## config.mk

```make
export PLATFORM = sky130hd
export DESIGN_NAME = miner_search_ctrl
export DESIGN_NICKNAME = d
export VERILOG_FILES = /design/src/rtl/miner_search_ctrl.sv
export SDC_FILE = /design/constraint.sdc
export NUM_CORES = 2
export LEC_CHECK = 0
export ABC_AREA = 1
export CORE_AREA = 2 2 306 308
export CTS_CLUSTER_DIAMETER = 30
export DETAILED_ROUTE_END_ITERATION = 8
export DIE_AREA = 0 0 308 310
export MAX_ROUTING_LAYER = met4
export PLACE_DENSITY_LB_ADDON = 0.12
export RECOVER_POWER = 25
export SLEW_MARGIN = 20
export SYNTH_ARGS = -nofsm -noshare
export SYNTH_HDL_FRONTEND = slang
export SYNTH_SLANG_ARGS = --single-unit
```

## constraint.sdc

```tcl
create_clock -name clk -period 2.4 [get_ports clk]
set_input_delay 0.48 -clock clk [delete_from_list [all_inputs] [get_ports clk]]
set_output_delay 0.48 -clock clk [all_outputs]
set_load 0.01 [all_outputs]
```

## src/rtl/miner_search_ctrl.sv

```systemverilog
// Nonce search controller: issues sequential nonces to the hash pipeline, compares returned
// digests against the captured difficulty and latches the first winning nonce.
module miner_search_ctrl #(
    parameter int unsigned INFLIGHT_W  = 6,
    parameter logic [63:0] TEST_OFFSET = 64'd16
) (
    input  logic         clk,
    input  logic         rst,
    input  logic         run_async,
    input  logic         test_async,
    input  logic [63:0]  start_nonce,
    input  logic [255:0] difficulty,
    output logic         msg_valid,
    input  logic         msg_ready,
    output logic [63:0]  msg_nonce,
    input  logic         hash_valid,
    input  logic [255:0] hash,
    input  logic [63:0]  hash_nonce,
    output logic [63:0]  solution,
    output logic [2:0]   status,
    output logic         irq,
    output logic [1:0]   state_dbg
);

    // Handshake: a nonce moves to the pipeline on a cycle where msg_valid && msg_ready;
    // msg_valid never depends on msg_ready, and hash_valid is a strobe with no backpressure.
    typedef enum logic [1:0] {
        IDLE  = 2'd0,
        RUN   = 2'd1,
        DRAIN = 2'd2,
        FOUND = 2'd3
    } state_t;

    state_t                state_q, state_d;
    logic [1:0]            run_sync_q, test_sync_q;
    logic                  run_prev_q;
    logic [63:0]           nonce_q, nonce_d;
    logic [63:0]           base_q, base_d;
    logic [63:0]           sol_q, sol_d;
    logic [255:0]          diff_q, diff_d;
    logic                  test_q, test_d;
    logic                  found_q, found_d;
    logic                  cmp_vld_q, match_q;
    logic [63:0]           cmp_nonce_q;
    logic [INFLIGHT_W-1:0] inflight_q, inflight_d;

    logic run_s, test_s, run_rise, xfer, hash_hit;

    assign run_s    = run_sync_q[1];
    assign test_s   = test_sync_q[1];
    assign run_rise = run_s && !run_prev_q;

    // A compare result suppresses issue in the same cycle so nothing new launches once a winner exists.
    assign msg_valid = (state_q == RUN) && !match_q;
    assign xfer      = msg_valid && msg_ready;
    assign hash_hit  = (hash < diff_q) || (test_q && (hash_nonce == base_q + TEST_OFFSET));

    always_comb begin
        inflight_d = inflight_q;
        case ({xfer, hash_valid})
            2'b10:   inflight_d = inflight_q + 1'b1;
            2'b01:   inflight_d = inflight_q - 1'b1;
            default: inflight_d = inflight_q;
        endcase
    end

    always_comb begin
        state_d = state_q;
        nonce_d = xfer ? nonce_q + 64'd1 : nonce_q;
        base_d  = base_q;
        diff_d  = diff_q;
        test_d  = test_q;
        found_d = found_q;
        sol_d   = sol_q;
        case (state_q)
            IDLE: begin
                if (run_rise) begin
                    state_d = RUN;
                    nonce_d = start_nonce;
                    base_d  = start_nonce;
                    diff_d  = difficulty;
                    test_d  = test_s;
                    found_d = 1'b0;
                    sol_d   = '0;
                end
            end
            RUN: begin
                if (match_q) begin
                    state_d = FOUND;
                    found_d = 1'b1;
                    sol_d   = cmp_nonce_q;
                end else if (!run_s) begin
                    state_d = DRAIN;
                end
            end
            DRAIN: begin
                if (match_q) begin
                    state_d = FOUND;
                    found_d = 1'b1;
                    sol_d   = cmp_nonce_q;
                end else if (inflight_q == '0 && !cmp_vld_q) begin
                    state_d = IDLE;
                end
            end
            FOUND: begin
                if (!run_s && inflight_q == '0) state_d = IDLE;
            end
            default: state_d = IDLE;
        endcase
    end

    always_ff @(posedge clk) begin
        if (rst) begin
            state_q     <= IDLE;
            run_sync_q  <= '0;
            test_sync_q <= '0;
            run_prev_q  <= 1'b0;
            nonce_q     <= '0;
            base_q      <= '0;
            sol_q       <= '0;
            diff_q      <= '0;
            test_q      <= 1'b0;
            found_q     <= 1'b0;
            cmp_vld_q   <= 1'b0;
            match_q     <= 1'b0;
            cmp_nonce_q <= '0;
            inflight_q  <= '0;
        end else begin
            state_q     <= state_d;
            run_sync_q  <= {run_sync_q[0], run_async};
            test_sync_q <= {test_sync_q[0], test_async};
            run_prev_q  <= run_s;
            nonce_q     <= nonce_d;
            base_q      <= base_d;
            sol_q       <= sol_d;
            diff_q      <= diff_d;
            test_q      <= test_d;
            found_q     <= found_d;
            cmp_vld_q   <= hash_valid;
            match_q     <= hash_valid && hash_hit;
            cmp_nonce_q <= hash_nonce;
            inflight_q  <= inflight_d;
        end
    end

    assign msg_nonce = nonce_q;
    assign solution  = sol_q;
    assign irq       = found_q;
    assign status    = {test_q && (state_q != IDLE), state_q == RUN, found_q};
    assign state_dbg = state_q;

endmodule

```

==> key figures <==
Setup path
  • Crit path DAT: 3.00 ns
  • End of the critical path: match_q
  • Slowest stage delay, CP: approximately 0.35 ns
  • Reg2Reg Depth: 13
  • R2r endpoint: match_q
  • R2r setup slk: around 0.067 ns
  • Worst-path maximum fanout: 3
  • CP cell instances: ha_4 -> nand3_1 -> nor2_4 -> nand3b_1 -> nor3_1 -> buf_4 -> nand3_1 -> nand2_1 -> nand2_1 -> nand3b_1 -> nor2_2 -> nand3_2 -> a21oi_2
  • Crit. Startpoint: base_q[5]
  • Slowest cell on crit path: dfxtp_2
  • Worst Path Required: 3.07 ns
  • Startpoint type of the worst setup path: register
  • Worst setup path class: reg -> reg
  • R2r startpoint: base_q[5]
  • CP Capture Type: register

Layout
  • Area growth, synth to finish: 59.11%
  • Non-Filler Instances: 6332
  • Nets@finish: 5883
  • Layout cells sized above 1: 13.58%
  • Finished Cell Area: 45320 um2
  • Number of fill cells: 9277
  • Multi-input gate area: around 16000 um2
  • Storage cell area: 10610 um2
  • Final core utilization: between 40% and 50%

STA
  • Max-slew violation count: 0
  • Final min period: 2.333 ns
  • Fin Hold WS: 0.2769 ns
  • Final setup violation count: 0
  • Final period utilization: around 97%
  • Measured slew at the worst slew-check pin: 1.364 ns
  • Worst Setup Slack, final: 0.06658 ns
  • RSZ-0062 raised after global routing: true
  • Rel. slew slack: under 10%
  • FMAX: 0.4286 GHz
  • Fin. Hold Viols: 0
  • Setup tns final: 0 ns
  • Layout Skew: 0.02167 ns

CTS
  • TritonCTS Buffers: 154
  • CTS Sinks: 529
  • CTS tree: built
  • H-tree lvl count: 4
  • Clk slew on worst S/H paths: 0.04 ns
  • CTS root buffer: clkbuf_16
  • Bufs on Longest Clock Path: 3
  • Clock Latency Late Sink: about 0.73 ns
  • # hold bufs at CTS: 0

Floorplanning
  • Die Area: 95480 um2
  • Initial Utilization: 30.80%
  • FP Rows: about 110
  • Die height: between 300 and 400 um
  • Die width: 308 um
  • Num ports: 781
  • CORE AREA: 92490 um2

Synth
  • Register area share after synthesis: 37.18%
  • Mapped Nets: 4863
  • #FFs+latches synth: 529
  • Netlist cell types: 52
  • Syn avg cell area: 7.211 um2
  • Asr flop ratio synth: 0%
  • Post-Syn Instances: approximately 4000
  • Number of flops mapped to enable cells by yosys: 0
  • YS warnings: 0
  • Top_reg_cell synth: dfxtp_1
  • Post-Syn Area: 28480 um2

Placed design
  • Final HPWL DP: 92910 um
  • Gp weighted congestion: 0.9184
  • Placed insts: about 6000
  • Pre-CTS setup slack: -1.045 ns
  • PortBufs: 780
  • Dpl cell area: 39280 um2

Hold path
  • Worst hold start: run_async
  • Hold Path Depth: 3
  • HP Class: in -> reg

Drt
  • First-pass DRT Iterations: 5
  • Wire per inst: 18.51 um
  • DRC errors left: 0
  • Detailed Route WL: ~120000 um
  • Initial detailed-routing violation count: between 1500 and 2000
  • Vias: 29480
  • Routed Antenna Nets: 0
  • DR vias/cell: approximately 4.7

GRT
  • GR Overflow Total: 0
  • Global-route wire length before repair: 172000 um
  • Largest net degree at the start of global routing: approximately 160
  • Antenna violations before repair: 38
  • Number of global-route vias before repair: 28860
  • GRT Overall Usage: between 20% and 30%

Power
  • Total power: 38.48 mW
  • Leak: 18.10 nW
  • Pwr/cell area: 849.0 nW/um2
  • Max VDD drop: ~570 uV

Run
  • Max cap viols: 0

Run status
  • Status: complete, no violations
layout by cell type, fill, tap and decap left out, types with 9 or more instances in the layout:
master and count:
nor2_4 29, o21bai_1 9, nand2_2 34, clkinvlp_4 10, clkinv_2 33, nand4_1 49, nor2_2 32, inv_1 527
nand3b_1 15, buf_12 20, o21ai_0 349, bufinv_16 26, buf_4 211, nor2_1 256, xor2_1 44, clkbuf_8 20
nor3_2 11, clkbuf_16 156, a21oi_1 615, dfxtp_2 15, o211ai_1 13, nand2_1 658, clkbuf_1 23, clkdlybuf4s50_1 776
nor3_1 41, inv_2 12, ha_1 262, nand3_1 179, dfxtp_1 514, xnor2_1 27, nor4_1 15, diode_2 38
synthesized netlist by cell type (all sizes together), types with 2 or more instances:
cell type  instances  area [um2]
nand2            699        2699
a21oi            618        3097
inv              540        2027
dfxtp            529       10590
o21ai            353        1770
nor2             319        1363
ha               266        3328
nand3            188       980.9
clkbuf           148       555.5
nor3              55       316.6
nand4             49       306.5
xor2              44       385.4
xnor2             29       254.0
nor4              22       165.2
nand3b            15       112.6
o211ai            13       97.59
buf               10       43.80
o21bai            10       78.82
or2                8       50.05
o21a               6       45.04
nor3b              5       37.54
a211oi             4       30.03
a21o               4       30.03
and3               4       25.02
and2               3       18.77
a31oi              2       12.51
clkinv             2       8.750
logic make-up (layout without fill, tap and decap cells):
group | Yosys count | count (layout) | synth area share [%]
adders and majority gates | 267 | 267 | 11.75
other | 0 | 38 | 0
buffers and inverters | 700 | 1847 | 9.251
and+or+nand+nor | 1368 | 1368 | 21.36
xor gates and xnor gates | 73 | 73 | 2.245
AOI/OAI and AO/OA | 1013 | 1013 | 18.21
DFF | 529 | 529 | 37.18
where the power goes:
part / leakage (nW) / internal [mW] / switching, mW
Combinational: 11.1 / 3.19 / 3.82
Sequential: 4.32 / 9.61 / 0.380
Clock: 2.70 / 15.2 / 6.25
Total: 18.1 / 28.0 / 10.4
cell type report:
class                           instances  area share [%]
Antenna cell                           38          0.2098
Clock buffer                          195           9.379
Clock inverter                         88           2.783
Inverter                              542           4.522
Multi-Input combinational cell       2721           34.67
Sequential cell                       529           23.41
Tap cell                             1197           3.305
Timing Repair Buffer                 1022           21.73
per-layer routing:
metal / share of wire, % / global-route usage, %
met1: 42 / 27.76
met2: 48 / 41.22
met3: 7.3 / 7.819
met4: 2.3 / 7.657
met5: 0 / -
critical path, delay by kind of cell (launching register included):
family	cells	cell delay [ns]
compound gates	1	0.15
buf+inv	1	0.15
fa+ha+maj	1	0.16
flops	1	0.35
simple gates	10	1.45
worst min path at each step:
stage	to	slack [ns]
2_1_floorplan	run_sync_q[1]	0.39
3_3_place_gp	test_sync_q[1]	0.39
3_5_place_dp	test_sync_q[1]	0.39
4_1_cts	msg_nonce[18]	0.06
5_1_grt	run_sync_q[0]	0.26
6_report	run_sync_q[0]	0.28
registers in the layout (all words and copies together), names as in the netlist:
name / flops
base_q: 64
cmp_nonce_q: 64
cmp_vld_q: 1
diff_q: 256
inflight_q: 6
irq: 1
match_q: 1
msg_nonce: 64
run_prev_q: 1
run_sync_q: 2
solution: 64
state_dbg: 2
test_q: 1
test_sync_q: 2
timing repair:
| action | CTS | global route |
|---|---|---|
| pin swaps | 0 | 48 |
| gates cloned | 0 | 0 |
| buffers inserted | 0 | 8 |
| setup endpoints to repair | 5 | 25 |
| gates resized for setup | 18 | 116 |
(Power assumes the default switching activity.)
